--- src/rtl/hdmi_period_encoder.sv ---
// hdmi_period_encoder: TMDS encoder that inserts the HDMI video preamble and leading guard band before each video period.
// Define TMDS_DISP_MON_EN to add the disp_mon running-disparity output.
module hdmi_period_encoder #(
   parameter int PREAMBLE_LEN = 8,
   parameter int GUARD_LEN    = 2,
   parameter int MIN_CTRL     = 4
) (
   input  logic        clk,
   input  logic        rst,
   input  logic        de,
   input  logic        hsync,
   input  logic        vsync,
   input  logic [23:0] video_data,
   input  logic        err_clr,
   output logic [29:0] tmds,
`ifdef TMDS_DISP_MON_EN
   output logic [14:0] disp_mon,
`endif
   output logic        lead_err
);
   localparam int D   = PREAMBLE_LEN + GUARD_LEN + 1;
   localparam int THR = PREAMBLE_LEN + GUARD_LEN + MIN_CTRL;
   localparam logic [9:0] C00 = 10'b1101010100;
   localparam logic [9:0] C01 = 10'b0010101011;
   localparam logic [9:0] C10 = 10'b0101010100;
   localparam logic [9:0] C11 = 10'b1010101011;
   localparam logic [9:0] GB0 = 10'b1011001100;
   localparam logic [9:0] GB1 = 10'b0100110011;

   typedef enum logic [1:0] {CTRL, PREAMBLE, GUARD, VIDEO} state_t;

   state_t      state_q;
   logic [3:0]  phase_q;
   logic [4:0]  run_q;
   logic        lead_err_q;
   logic [26:0] dly_q [D];
   logic [29:0] tmds_q, tmds_d;
   logic [4:0]  cnt_q [3];
   logic [4:0]  cnt_d [3];
   logic [14:0] e [3];
   logic        rise, long_lead, vid, dde, dhs, dvs;
   logic [23:0] dpx;
   logic [9:0]  ctl;

   // Returns {updated running disparity, 10-bit symbol}; disparity is 5-bit two's complement.
   function automatic logic [14:0] enc(input logic [7:0] d, input logic [4:0] c);
      logic [8:0] qm;
      logic [3:0] n1;
      logic [4:0] diff, cn;
      logic [9:0] sym;
      logic       xn;
      xn = ($countones(d) > 4) || ($countones(d) == 4 && !d[0]);
      qm[0] = d[0];
      for (int i = 1; i < 8; i++) qm[i] = xn ? ~(qm[i-1] ^ d[i]) : qm[i-1] ^ d[i];
      qm[8] = ~xn;
      n1 = 4'($countones(qm[7:0]));
      diff = {n1, 1'b0} - 5'd8;
      if (c == 5'd0 || n1 == 4'd4) begin
         sym = {~qm[8], qm[8], qm[8] ? qm[7:0] : ~qm[7:0]};
         cn = qm[8] ? c + diff : c - diff;
      end else if ((!c[4] && n1 > 4'd4) || (c[4] && n1 < 4'd4)) begin
         sym = {1'b1, qm[8], ~qm[7:0]};
         cn = c + {3'b0, qm[8], 1'b0} - diff;
      end else begin
         sym = {1'b0, qm[8], qm[7:0]};
         cn = c + diff - {3'b0, ~qm[8], 1'b0};
      end
      return {cn, sym};
   endfunction

   always_comb begin
      {dde, dvs, dhs, dpx} = dly_q[D-1];
      rise = de && !dly_q[0][26];
      long_lead = int'(run_q) >= THR;
      vid = dde && state_q != PREAMBLE && state_q != GUARD;
      ctl = {dvs, dhs} == 2'b00 ? C00 : {dvs, dhs} == 2'b01 ? C01 : {dvs, dhs} == 2'b10 ? C10 : C11;
      for (int i = 0; i < 3; i++) begin
         e[i] = enc(dpx[8*i +: 8], cnt_q[i]);
         cnt_d[i] = vid ? e[i][14:10] : 5'd0;
      end
      tmds_d = state_q == PREAMBLE ? {C00, C01, ctl} :
               state_q == GUARD    ? {GB0, GB1, GB0} :
               vid                 ? {e[2][9:0], e[1][9:0], e[0][9:0]} : {C00, C00, ctl};
   end

   always_ff @(posedge clk or posedge rst) begin
      if (rst) begin
         state_q <= CTRL;
         phase_q <= '0;
         run_q <= '0;
         lead_err_q <= 1'b0;
         tmds_q <= {3{C00}};
         for (int i = 0; i < D; i++) dly_q[i] <= '0;
         for (int i = 0; i < 3; i++) cnt_q[i] <= '0;
      end else begin
         dly_q[0] <= {de, vsync, hsync, video_data};
         for (int i = 1; i < D; i++) dly_q[i] <= dly_q[i-1];
         run_q <= de ? 5'd0 : run_q + {4'd0, run_q != 5'd31};
         lead_err_q <= !err_clr && (lead_err_q || (rise && !long_lead));
         tmds_q <= tmds_d;
         cnt_q <= cnt_d;
         case (state_q)
            CTRL: begin
               if (rise && long_lead) state_q <= PREAMBLE;
               phase_q <= '0;
            end
            PREAMBLE: begin
               phase_q <= phase_q == 4'(PREAMBLE_LEN - 1) ? 4'd0 : phase_q + 4'd1;
               if (phase_q == 4'(PREAMBLE_LEN - 1)) state_q <= GUARD;
            end
            GUARD: begin
               phase_q <= phase_q == 4'(GUARD_LEN - 1) ? 4'd0 : phase_q + 4'd1;
               if (phase_q == 4'(GUARD_LEN - 1)) state_q <= VIDEO;
            end
            default: if (!dde) state_q <= CTRL;
         endcase
      end
   end

   assign tmds = tmds_q;
   assign lead_err = lead_err_q;
`ifdef TMDS_DISP_MON_EN
   assign disp_mon = {cnt_q[2], cnt_q[1], cnt_q[0]};
`endif
endmodule

--- config.mk ---
export PLATFORM = sky130hd
export DESIGN_NAME = hdmi_period_encoder
export DESIGN_NICKNAME = d
export VERILOG_FILES = /design/src/rtl/hdmi_period_encoder.sv
export SDC_FILE = /design/constraint.sdc
export NUM_CORES = 1
export LEC_CHECK = 0
export CAP_MARGIN = 20
export CORE_UTILIZATION = 45
export CTS_BUF_LIST = sky130_fd_sc_hd__clkbuf_4 sky130_fd_sc_hd__clkbuf_8
export CTS_CLUSTER_SIZE = 8
export DETAILED_ROUTE_END_ITERATION = 8
export PLACE_DENSITY = 0.62
export SYNTH_ARGS = -nofsm -noshare
export SYNTH_HDL_FRONTEND = slang
export SYNTH_SLANG_ARGS = --single-unit
--- constraint.sdc ---
create_clock -name clk -period 22 [get_ports clk]
set_input_delay 5.5 -clock clk [delete_from_list [all_inputs] [get_ports clk]]
set_output_delay 5.5 -clock clk [all_outputs]
set_load 0.05 [all_outputs]
* Word-level counts from Yosys, hierarchy flattened
Cells that the tools add are included.
** Cells by class
- Bitwise gates (word level) :: 48
- Eq/ne operators :: 19
- Magnitude comparators :: 10
- Multiplexer cells :: 57
- Reduce and logical (&&, ||, !) cells :: 41
- Add/sub/neg operators :: 62
** Operators by type and width (count)
- $gt A32 B4 Y1 const B :: 3
- $mux W10 :: 9
- $mux W30 :: 3
- $mux W5 :: 13
- $add A1 B1 Y2 :: 24
- $add A2 B2 Y3 :: 12
- $sub A5 B5 Y5 :: 6
- $eq A4 B3 Y1 const B :: 7
- $add A3 B3 Y4 :: 6
- $mux W8 :: 3
- $not A1 Y1 :: 24
- $not A8 Y8 :: 3
- $mux W1 :: 21
- $xor A1 B1 Y1 :: 21
- $add A5 B2 Y5 :: 3
- $add A5 B5 Y5 :: 3
- $logic_and A1 B1 Y1 :: 15
- $logic_not A5 Y1 :: 3
- $sub A5 B2 Y5 :: 3
- $sub A5 B4 Y5 const B :: 3
- $gt A4 B3 Y1 const B :: 3
- $lt A4 B3 Y1 const B :: 3
- $pmux W4 S3 :: 1
- $logic_or A1 B1 Y1 :: 10
- 17 further kinds :: 35
** Word-level totals
- Word-level logic and storage cells :: 256
- Register bits after elaboration :: 354
- Input port bits :: 30

* Depth between registers and ports, before layout
Gate-level depths: netlist of run 1.
- Word-level depth :: 36
- Gate-level depth with buffers :: 28
- Gate-level depth less buffers :: 26

* Worst setup path after synthesis of run 1
Ideal clock, no wire load.
- Path kind :: reg-to-reg
- Start :: register dly_q[0] in the netlist's numbering
- End :: register tmds_q[7] (netlist: tmds[7])
- Required time :: 21.923 ns
- Cell stages (with the launch flop) :: 26
- Period minus slack after synthesis :: 7.401 ns
- Setup slack :: 14.599 ns
- Path buffers :: 1
- Arrival time :: 7.323 ns
- Path through :: dfrtp_1 > inv_1 > fa_1 > fa_1 > fa_1 > inv_1 > ha_1 > fa_1 > nor3b_1 > o22ai_1 > buf_2 > xor2_1 > fa_1 > fa_1 > fa_1 > inv_1 > ha_1 > fa_1 > xor2_1 > inv_1 > ha_1 > o31ai_2 > xor2_1 > nand2_1 > xor2_1 > a21oi_1
** Between the ends
- Word-level cells in the longest chain between the ends :: 36
- Elaborated cells on any way between the ends :: 50
- Classes of those cells :: add/sub: 10; order compare: 3; eq/ne: 2; mux: 13; bitwise: 15; reduce/logical: 7
** RTL lines
- start, declared :: RTL line 36 : logic [26:0] dly_q [D];
- branches (longest 32 deep; another with $gt A32 B4 Y1)
- $mux W10 (*) :: RTL line 58 : if (c == 5'd0 || n1 == 4'd4) begin
- $mux W30 (*) :: RTL line 83 : vid ? {e[2][9:0], e[1][9:0], e[0][9:0]} : {C00, C00, ctl};
- $mux W30 (*) :: RTL line 82 : state_q == GUARD ? {GB0, GB1, GB0} :
- $mux W30 (*) :: RTL line 81 : tmds_d = state_q == PREAMBLE ? {C00, C01, ctl} :
- via tmds_d[7] :: RTL line 37 : logic [29:0] tmds_q, tmds_d;
- end signal, assigned :: RTL line 92 : tmds_q <= {3{C00}};
- end signal, assigned :: RTL line 100 : tmds_q <= tmds_d;
- end, declared :: RTL line 37
Mark *: on every way through the listed nets, which the timed path passes.
A chain may end at the register's enable or synchronous reset.

* Worst setup path in the final report of run 1
- Start :: register dly_q[8] in the netlist's numbering
- End :: register tmds_q[17] (netlist: tmds[17])
The elaborated chain is that of the path after synthesis.

==> reports/results.env, run 1 <==
MULTI_INPUT_COMB_AREA_SQ_UM=3950
LAYOUT-DRIVE-GT1-SHARE_PCT=12.2
DIEWIDTH_UM=173
GRT_BUSIEST_LAYER='met2'
INITIAL_CORE_UTIL_PCT=45.8
MAXSLEWHEADROOM_PCT=31.0
PLACEMENT.CELL_AREA_SQ_UM=14200
DETAILEDROUTE.FIRSTPASSITERATIONCOUNT=4
DRC_ERRORS=0
CTS_MADE_BUFFERS=55
FIN_UTIL_PCT=53.4
LAYOUT.NETS=1133
DR_TOTAL_VIAS=6331
POST-CTS-SETUP-BUFFERS=0
FINAL_ANTENNA_NET_COUNT=0
FILLER_CELL_COUNT=2407
TIMING.FINAL.MAX_SLEW_VIOLATIONS=0
SKEW_NS=0.0333
USE_MET2_PCT=19.9
VIA_COUNT_OF_THE_FIRST_GLOBAL_ROUTING_PASS=6614
BOUNDARYPINS=61
DRV_CAP=0
POSTSYNTHAREAPERCELL_SQ_UM=15.0
STARTPOINT_TYPE='register'
SYN-INSTANCE-COUNT=879
SYNTHARSTFLOPSHARE_PCT=100
TOTAL_CLOCK_SINKS=351
GRT.MET1_USAGE_PCT=18.5
GR-USAGE-MET3_PCT=3.32
CTS_HOLD_BUFFERS=0
DIE_Y_UM=173
CRIT_FANOUT=10
NUMPLACEDINSTANCES=1318
FINAL_AREA_SQ_UM=15300
TOTALNEGATIVESETUPSLACK_NS=0
TRITONCTS='yes'
CORE.ROWCOUNT=62
GLOBALPLACE.CONGESTION=0.780
YS_TOP_CELLS_BY_AREA='dfrtp_1, ha_1, fa_1'
SYNTHESIS.AREA_SQ_UM=13100
PLACED_WIRE_LENGTH_ESTIMATE_UM=11900
TCRIT_TCLK_FINAL_PCT=35.8
DETAIL_ROUTE.VIAS_PER_CELL=4.50
WORSTSKEWPAIRLATENCY_NS=0.60
MAXIMUM_CLOCK_FREQUENCY_MHz=127
SETUP.WORST_PATH.CLASS='register to register'
HOLD_VIOL=0
HOLD_CLASS='register to register'
SYNTH_COMMON_CELLS='dfrtp_1, inv_1, ha_1'
UNREPAIRED_SETUP_ENDPOINTS_AFTER_GLOBAL_ROUTING='no'
SHORTEST_PERIOD_THE_WORST_PATH_ALLOWS_NS=7.88
CP.ARRIVAL_NS=8.33
CLOCK-ROOT-BUFFER='clkbuf_8'
CTS-RESIZED-GATES=0
SYNTH-EDFF-COUNT=0
SETUP_VIOL=0
HTREEDEPTH=2
SYNTH.TOP_CELL.AREA_SHARE_PCT=63.9
CP.REQUIRED_NS=22.46
SYNTH_FP_NETS=1021
GRT_START_MAX_NET_PINS=210
MAX_SLEW.WORST_PIN.SLEW_NS=1.04
DIE_AREA_SQ_UM=29900
POSTSYNTHREGISTERBITS=351
SYNTH.MOST_COMMON_CELL='dfrtp_1'
DESIGN.CORE.AREA_SQ_UM=28700
GRT-OVFL-TOTAL=0
RUN_STATUS='finished, final reports clean'
ROUTED_WIRELENGTH_UM=18300
CTS_BUFFER_DEPTH=3
INITIAL_ANTENNA_VIOLATION_COUNT=0
FIRST_ITER_VIOLATIONS=322
CLOCK_TRANSITION_AT_THE_REGISTER_CLOCK_PINS_ON_THE_WORST_SETUP_AND_HOLD_PATHS_AFTER_CTS_NS=0.07
SYNTH_SEQUENTIAL_AREA_RATIO_PCT=66.9
GLOBAL_ROUTE.USAGE.TOTAL_PCT=13.3
AREA_DELTA_SYNTH_FINAL_PCT=16.5
GRT_FIRST_PASS_WIRELENGTH_UM=32200
CP-END-KIND='register'
YS_WARN_COUNT=0
N_ANTENNA_CELL=0
SYNTHDISTINCTLIBCELLS=46
SYNTHFLOPTYPE='dfrtp_1'
LAYOUTNONFILLERINSTCOUNT=1407
FF_LATCH_AREA_SQ_UM=8800
WIRE_LENGTH_PER_CELL_AFTER_DETAILED_ROUTING_UM=13.0
YOSYS.AREA.TOP_TYPE='dfrtp_1'
BUFFER_PORTS.INSERTED=60
cell usage in the layout (no fill, tap or decap), types with 11 or more instances in the layout:
cell type | netlist | routed
a21o_1 | 11 | 11
ha_1 | 71 | 71
xnor2_1 | 54 | 54
nand3_1 | 16 | 16
a21oi_1 | 33 | 33
o21ai_0 | 35 | 35
dfstp_2 | 15 | 15
clkbuf_8 | 1 | 63
inv_1 | 87 | 86
fa_1 | 41 | 41
clkbuf_4 | 0 | 19
xor2_1 | 30 | 30
nor2_1 | 36 | 36
clkdlybuf4s50_1 | 0 | 60
dfrtp_1 | 336 | 336
nand2_1 | 29 | 29
mux2i_1 | 16 | 16
cells by family after synthesis:
logic type	Yosys count	synth area share, %
compound gates	102	4.63
buf+inv	97	3.00
xor+xnor	95	7.47
flops	351	66.9
mux	17	1.30
simple gates	105	3.65
fa+ha+maj	112	13.0
metrics by stage:
step	hold slack, ns	setup slack (ns)
2_1_floorplan	0.331	6.79
3_3_place_gp	0.331	14.25
3_5_place_dp	0.335	14.15
4_1_cts	0.315	14.09
5_1_grt	0.317	13.55
6_report	0.329	14.12
worst max-delay path: stages (launching register included):
cell and delay [ns]:
dfrtp_1 0.37, inv_1 0.12, fa_1 0.57, fa_1 0.43, fa_1 0.49, inv_1 0.04, ha_1 0.19, fa_1 0.43
nor3b_1 0.21, o22a_1 0.37, inv_2 0.18, xnor2_1 0.20, fa_1 0.46, fa_1 0.49, fa_1 0.51, inv_1 0.04
ha_1 0.20, fa_1 0.38, xor2_1 0.41, ha_1 0.25, nor3b_1 0.25, o21ai_0 0.19, and2_1 0.31, a21oi_4 0.34
xor2_1 0.11, a21o_1 0.19
layout make-up:
cell class              instances  area share, %
repair buffers                 63           4.15
clock buffers                  82           6.59
inverters                      89           2.23
multi-input cells             431           25.8
flip-flops and latches        351           57.5
well taps                     384           3.14
clock inverters                 7          0.621
worst paths after layout:
path | endpoint | cells after the start | from | slack (ns)
max | tmds[17] | 25 | dly_q[8] | 14.12
min | dly_q[13] | 0 | dly_q[40] | 0.33
max reg2reg | tmds[17] | 25 | dly_q[8] | 14.12
min reg2reg | dly_q[13] | 0 | dly_q[40] | 0.33
max in group asynchronous | dly_q[29] | 3 | rst | 14.89
min in group asynchronous | dly_q[289] | 2 | rst | 5.53
registers in the layout, summed over array words and instances (netlist names):
| signal | count |
|---|---|
| cnt_q | 12 |
| dde | 1 |
| dhs | 1 |
| dly_q | 295 |
| lead_err | 1 |
| phase_q | 4 |
| run_q | 5 |
| state_q | 2 |
| tmds | 30 |
per-layer routing:
metal  routed length (um)  up-vias
li1                     -     3020
met1                 8640     3138
met2                 8280      133
met3                  888       40
met4                  493        0
met5                    0        -
Power of run 1 is not shown: default switching activity piles up to over one toggle a cycle in this logic, so the estimate is an artifact.
==> run 2, diff against run 1 <==
clock period = 7.4 ns   (was 22 ns; I/O delays follow)
==> run 2 against run 1 <==
Compared with the run above:
- cell area grew 3.0%
- sequential share of layout area shrank 1.7 points
- largest cell class unchanged
- highest routed layer unchanged
- first-iteration DRC count shrank 19%
- critical endpoint is now cnt_q[9]
==> reports/results.env, run 2 (synthesis gave the netlist of run 1 again) <==
STARTPOINT_TYPE='register'
ROUTEDLENGTHMET1_UM=8920
PLACEMENT.SETUP.WORST_SLACK_NS=-0.0764
GLOBALPLACE.CONGESTION=0.866
BOUNDARYPINS=61
DIE_Y_UM=173
BUFFER_PORTS.INSERTED=60
DETAILEDROUTE.FIRSTPASSITERATIONCOUNT=4
GRT-OVFL-TOTAL=0
TRITONCTS='yes'
DRV_CAP=0
CRITPATHTOPFAMILY='adder cells'
GLOBAL_ROUTE.USAGE.TOTAL_PCT=13.6
ROUTED.TOP_LAYER='met4'
MOSTFREQUENTLAYOUTCELLS='dfrtp_1, inv_1, clkbuf_8'
SETUP_VIOL=0
SHORTEST_PERIOD_THE_WORST_PATH_ALLOWS_NS=7.14
LAYOUT-DRIVE-GT1-SHARE_PCT=17.9
GRT_FIRST_PASS_WIRELENGTH_UM=33000
MAXSLEWHEADROOM_PCT=38.0
DETAILED_ROUTE_WIRELENGTH_ON_METAL2_UM=8710
FILLER_CELL_COUNT=2357
MAX_FLOP_REGISTER='dly_q'
CRITICAL_PATH.N_BUFFERS_INVERTERS=5
VIA_COUNT_OF_THE_FIRST_GLOBAL_ROUTING_PASS=6744
HOLD_CLASS='register to register'
AREA_DELTA_SYNTH_FINAL_PCT=20.0
CP-END-KIND='register'
CRIT_PATH_FREQUENT_CELL='fa_1'
CORE.ROWCOUNT=62
MAX_SLEW.WORST_PIN.SLEW_NS=0.930
WORSTSKEWPAIRLATENCY_NS=0.59
INITIAL_ANTENNA_VIOLATION_COUNT=0
DIE_AREA_SQ_UM=29900
PLACED_WIRE_LENGTH_ESTIMATE_UM=12500
CRIT_FANOUT=5
LAYOUT.NETS=1166
TIMING.CRITICAL_PATH.SLOWEST_STAGE_CELL='fa_2'
RUN_STATUS='finished, final reports clean'
MET3WIRELENGTH_UM=773
LAYOUT_SETUP_WS_NS=0.260
CLOCK_TRANSITION_AT_THE_REGISTER_CLOCK_PINS_ON_THE_WORST_SETUP_AND_HOLD_PATHS_AFTER_CTS_NS=0.06
DETAIL_ROUTE.VIAS_PER_CELL=4.50
SETUP.WORST_PATH.CLASS='register to register'
CLOCK-ROOT-BUFFER='clkbuf_8'
MOST_FREQUENT_STANDARD_CELL_IN_THE_LAYOUT_EXCLUDING_FILL_AND_TAP_CELLS='dfrtp_1'
DRC_ERRORS=0
TOTAL_CLOCK_SINKS=351
CRITICAL-PATH-MAX-STAGE-DELAY_NS=0.60
MAXIMUM_CLOCK_FREQUENCY_MHz=140
INITIAL_CORE_UTIL_PCT=45.8
CP.ARRIVAL_NS=7.60
ROUTED_WIRELENGTH_UM=19000
DR_TOTAL_VIAS=6483
CTS_BUFFER_DEPTH=3
LARGEST_REGISTER_FF_COUNT=295
CTS_MADE_BUFFERS=56
DESIGN.CORE.AREA_SQ_UM=28700
HOLD_VIOL=0
CP.REQUIRED_NS=7.86
GRT_START_MAX_NET_PINS=182
TIMING.FINAL.MAX_SLEW_VIOLATIONS=0
WIRE_LENGTH_PER_CELL_AFTER_DETAILED_ROUTING_UM=13.2
TCRIT_TCLK_FINAL_PCT=96.5
SKEW_NS=0.0280
HTREEDEPTH=2
FIRST_ITER_VIOLATIONS=261
N_ANTENNA_CELL=0
DIEWIDTH_UM=173
FINAL_ANTENNA_NET_COUNT=0
[run 2: per-stage QoR]
step                area, sq um  util, %   TNS (ns)  cells  hold slack, ns
floorplan                 13200        -  -0.000810    879           0.331
global placement          14400     50.1          0   1339           0.331
detailed placement        14400     50.1     -0.274   1339           0.335
CTS                       15600     54.2          0   1429           0.339
global route              15800     55.0    -0.0362   1440           0.344
finish                    15800     55.0          0   1440           0.329
[run 2: area by class of cell]
type	count	area (sq um)	area share, %
clock buffer	83	1050	6.64
clock inverter	7	128	0.809
inverter	89	338	2.14
timing repair buffer	95	888	5.63
tap	384	480	3.04
multi-input combinational	431	4100	26.0
sequential	351	8800	55.8
[run 2: routing by layer]
metal	up-vias	GRT usage, %
met4	0	5.97
li1	3094	-
met3	51	3.28
met2	126	20.3
met5	-	0
met1	3212	19.0
[run 2: path summary, 6_finish.rpt]
check	start	endpoint	slack (ns)	cells past startpoint
min in group asynchronous	rst	dly_q[11]	1.76	2
worst min-delay path	dly_q[67]	dly_q[40]	0.33	0
max in group asynchronous	rst	dly_q[89]	4.29	3
worst max register to register	dly_q[8]	cnt_q[9]	0.26	25
worst min register to register	dly_q[67]	dly_q[40]	0.33	0
worst max-delay path	dly_q[8]	cnt_q[9]	0.26	25
[run 2: timing repair]
action,in CTS,in global routing
pin swaps,0,18
buffers inserted,0,11
resized for setup,1,34
endpoints found under the hold margin,0,0
endpoints found under the setup margin,5,38
hold buffers,0,0
Power of run 2 is left out for the same reason.
==> run 3, diff against run 2 <==
REMOVE_ABC_BUFFERS = 1   (was unset)
==> run 3 against run 2 <==
Compared with the run above:
- utilization fell by 0.27 points
- sequential cell count did not move
- worst hold slack improved by 0.0078 ns
- register-to-register slack improved by 0.06 ns
- clock skew fell by 0.015 ns
- fmax rose by 0.80%
- critical path depth rose by 2
- critical path type unchanged
==> reports/results.env, run 3 (synthesis gave the netlist of run 1 again) <==
HOLD_VIOL=0
HOLD_PATH_DEPTH=0
DIE_AREA_SQ_UM=29900
LAYOUT.NETS=1168
PLACEMENT.CELL_AREA_SQ_UM=14400
ROUTED_WIRELENGTH_UM=18700
SETUP_VIOL=0
CLOCK_TRANSITION_AT_THE_REGISTER_CLOCK_PINS_ON_THE_WORST_SETUP_AND_HOLD_PATHS_AFTER_CTS_NS=0.06
GRT_START_MAX_NET_PINS=179
LAYOUT-DRIVE-GT1-SHARE_PCT=17.7
TIMING.FINAL.MAX_SLEW_VIOLATIONS=0
INITIAL_ANTENNA_VIOLATION_COUNT=0
DIE_Y_UM=173
CP.REQUIRED_NS=7.86
HTREEDEPTH=2
MAXSLEWHEADROOM_PCT=39.3
FF2FF_PATH_DEPTH=27
CRITICAL_PATH.REG2REG.ENDPOINT='cnt_q[9]'
HOLD_PATH_STARTPOINT='dly_q[44]'
TRITONCTS='yes'
SETUP.WORST_PATH.CLASS='register to register'
PLACED_WIRE_LENGTH_ESTIMATE_UM=12200
FINAL_AREA_SQ_UM=15700
MAX_FLOP_REGISTER='dly_q'
MAX_SLEW.WORST_PIN.SLEW_NS=0.911
HOLD_CLASS='register to register'
DETAIL_ROUTE.VIAS_PER_CELL=4.44
FINAL_ANTENNA_NET_COUNT=0
DESIGN.CORE.AREA_SQ_UM=28700
RUN_STATUS='finished, final reports clean'
FIRST_ITER_VIOLATIONS=256
R2R_START='dly_q[8]'
GLOBALPLACE.CONGESTION=0.831
BOUNDARYPINS=61
SKEW_NS=0.0128
MAXIMUM_CLOCK_FREQUENCY_MHz=141
SHORTEST_PERIOD_THE_WORST_PATH_ALLOWS_NS=7.08
N_ANTENNA_CELL=0
TIMING.CRITICAL_PATH.SLOWEST_STAGE_CELL='fa_1'
GLOBAL_ROUTE.USAGE.TOTAL_PCT=13.4
DRC_ERRORS=0
FF2FF_SETUP_SLACK_NS=0.32
HOLD_PATH_END='dly_q[17]'
TOTAL_CLOCK_SINKS=351
CTS_MADE_BUFFERS=56
CTS_HOLD_BUFFERS=0
BUFFER_PORTS.INSERTED=60
CTS_BUFFER_DEPTH=3
INITIAL_CORE_UTIL_PCT=45.8
CORE.ROWCOUNT=62
CP.ARRIVAL_NS=7.54
VIA_COUNT_OF_THE_FIRST_GLOBAL_ROUTING_PASS=6625
CP-END-KIND='register'
CRIT_PATH_FREQUENT_CELL='fa_1'
WIRE_LENGTH_PER_CELL_AFTER_DETAILED_ROUTING_UM=12.9
UNREPAIRED_SETUP_ENDPOINTS_AFTER_GLOBAL_ROUTING='yes'
DIEWIDTH_UM=173
TCRIT_TCLK_FINAL_PCT=95.7
STARTPOINT_TYPE='register'
DETAILEDROUTE.FIRSTPASSITERATIONCOUNT=4
WORSTSKEWPAIRLATENCY_NS=0.58
GRT_FIRST_PASS_WIRELENGTH_UM=32500
MOSTFREQUENTLAYOUTCELLS='dfrtp_1, inv_1, ha_1'
AREA_DELTA_SYNTH_FINAL_PCT=19.4
LARGEST_REGISTER_FF_COUNT=295
CLOCK-ROOT-BUFFER='clkbuf_8'
MOST_FREQUENT_STANDARD_CELL_IN_THE_LAYOUT_EXCLUDING_FILL_AND_TAP_CELLS='dfrtp_1'
GRT-OVFL-TOTAL=0
DR_TOTAL_VIAS=6420
DRV_CAP=0
CRITICAL-PATH-MAX-STAGE-DELAY_NS=0.56
CRIT_FANOUT=5
FIN_UTIL_PCT=54.7
-- run 3: changes by cell type in the layout (fill, tap and decap cells not counted), sizes merged --
cell / before / now
inv: 89 / 91
bufinv: 3 / 2
buf: 35 / 37
clkinv: 3 / 6
clkbuf: 83 / 82
-- run 3: metal layers --
layer / GRT usage [%] / wire length [um]
met4: 5.72 / 483
met3: 2.92 / 854
met1: 18.8 / 8820
met2: 20.5 / 8510
met5: 0 / 0
-- run 3: worst max-delay path, delay by kind of cell, from the launching register on --
| family | cells | cell delay, ns |
|---|---|---|
| buffers and inverters | 6 | 0.44 |
| xor gates and xnor gates | 3 | 0.42 |
| adders and majority gates | 12 | 4.80 |
| and+or+nand+nor | 1 | 0.17 |
| muxes | 1 | 0.10 |
| AOI/OAI and AO/OA | 4 | 0.62 |
| DFF | 1 | 0.40 |
-- run 3: what timing repair did --
item / in CTS / in global routing
endpoints found under the setup margin: 7 / 35
setup buffers: 0 / 7
cloned: 0 / 0
resized for setup: 1 / 26
pin swaps: 0 / 17
-- run 3: cell type report --
| class | instances | area [sq um] |
|---|---|---|
| Fill cell | 2362 | 13000 |
| Sequential cell | 351 | 8800 |
| Multi-Input combinational cell | 431 | 4060 |
| Clock buffer | 82 | 997 |
| Timing Repair Buffer | 97 | 895 |
| Tap cell | 384 | 480 |
| Inverter | 89 | 342 |
| Clock inverter | 11 | 130 |
-- run 3: through the flow --
step                instances  setup slack [ns]  hold WS [ns]  setup TNS, ns
CTS                      1438            0.0430         0.338              0
global route             1445           -0.0331         0.338         -0.121
global placement         1345             0.151         0.331              0
floorplan                 871             -4.16         0.331       -1420.16
finish                   1445             0.317         0.337              0
detailed placement       1345           -0.0270         0.335        -0.0824
-- run 3: worst max-delay path by stage --
stage / from / to / cells past startpoint
6_report: dly_q[8] / cnt_q[9] / 27
5_1_grt: dly_q[0] / tmds[2] / 24
4_1_cts: dly_q[8] / tmds[12] / 25
3_5_place_dp: dly_q[8] / tmds[12] / 25
3_3_place_gp: dly_q[8] / tmds[12] / 25
2_1_floorplan: rst / cnt_q[11] / 1
Power of run 3 is left out for the same reason.
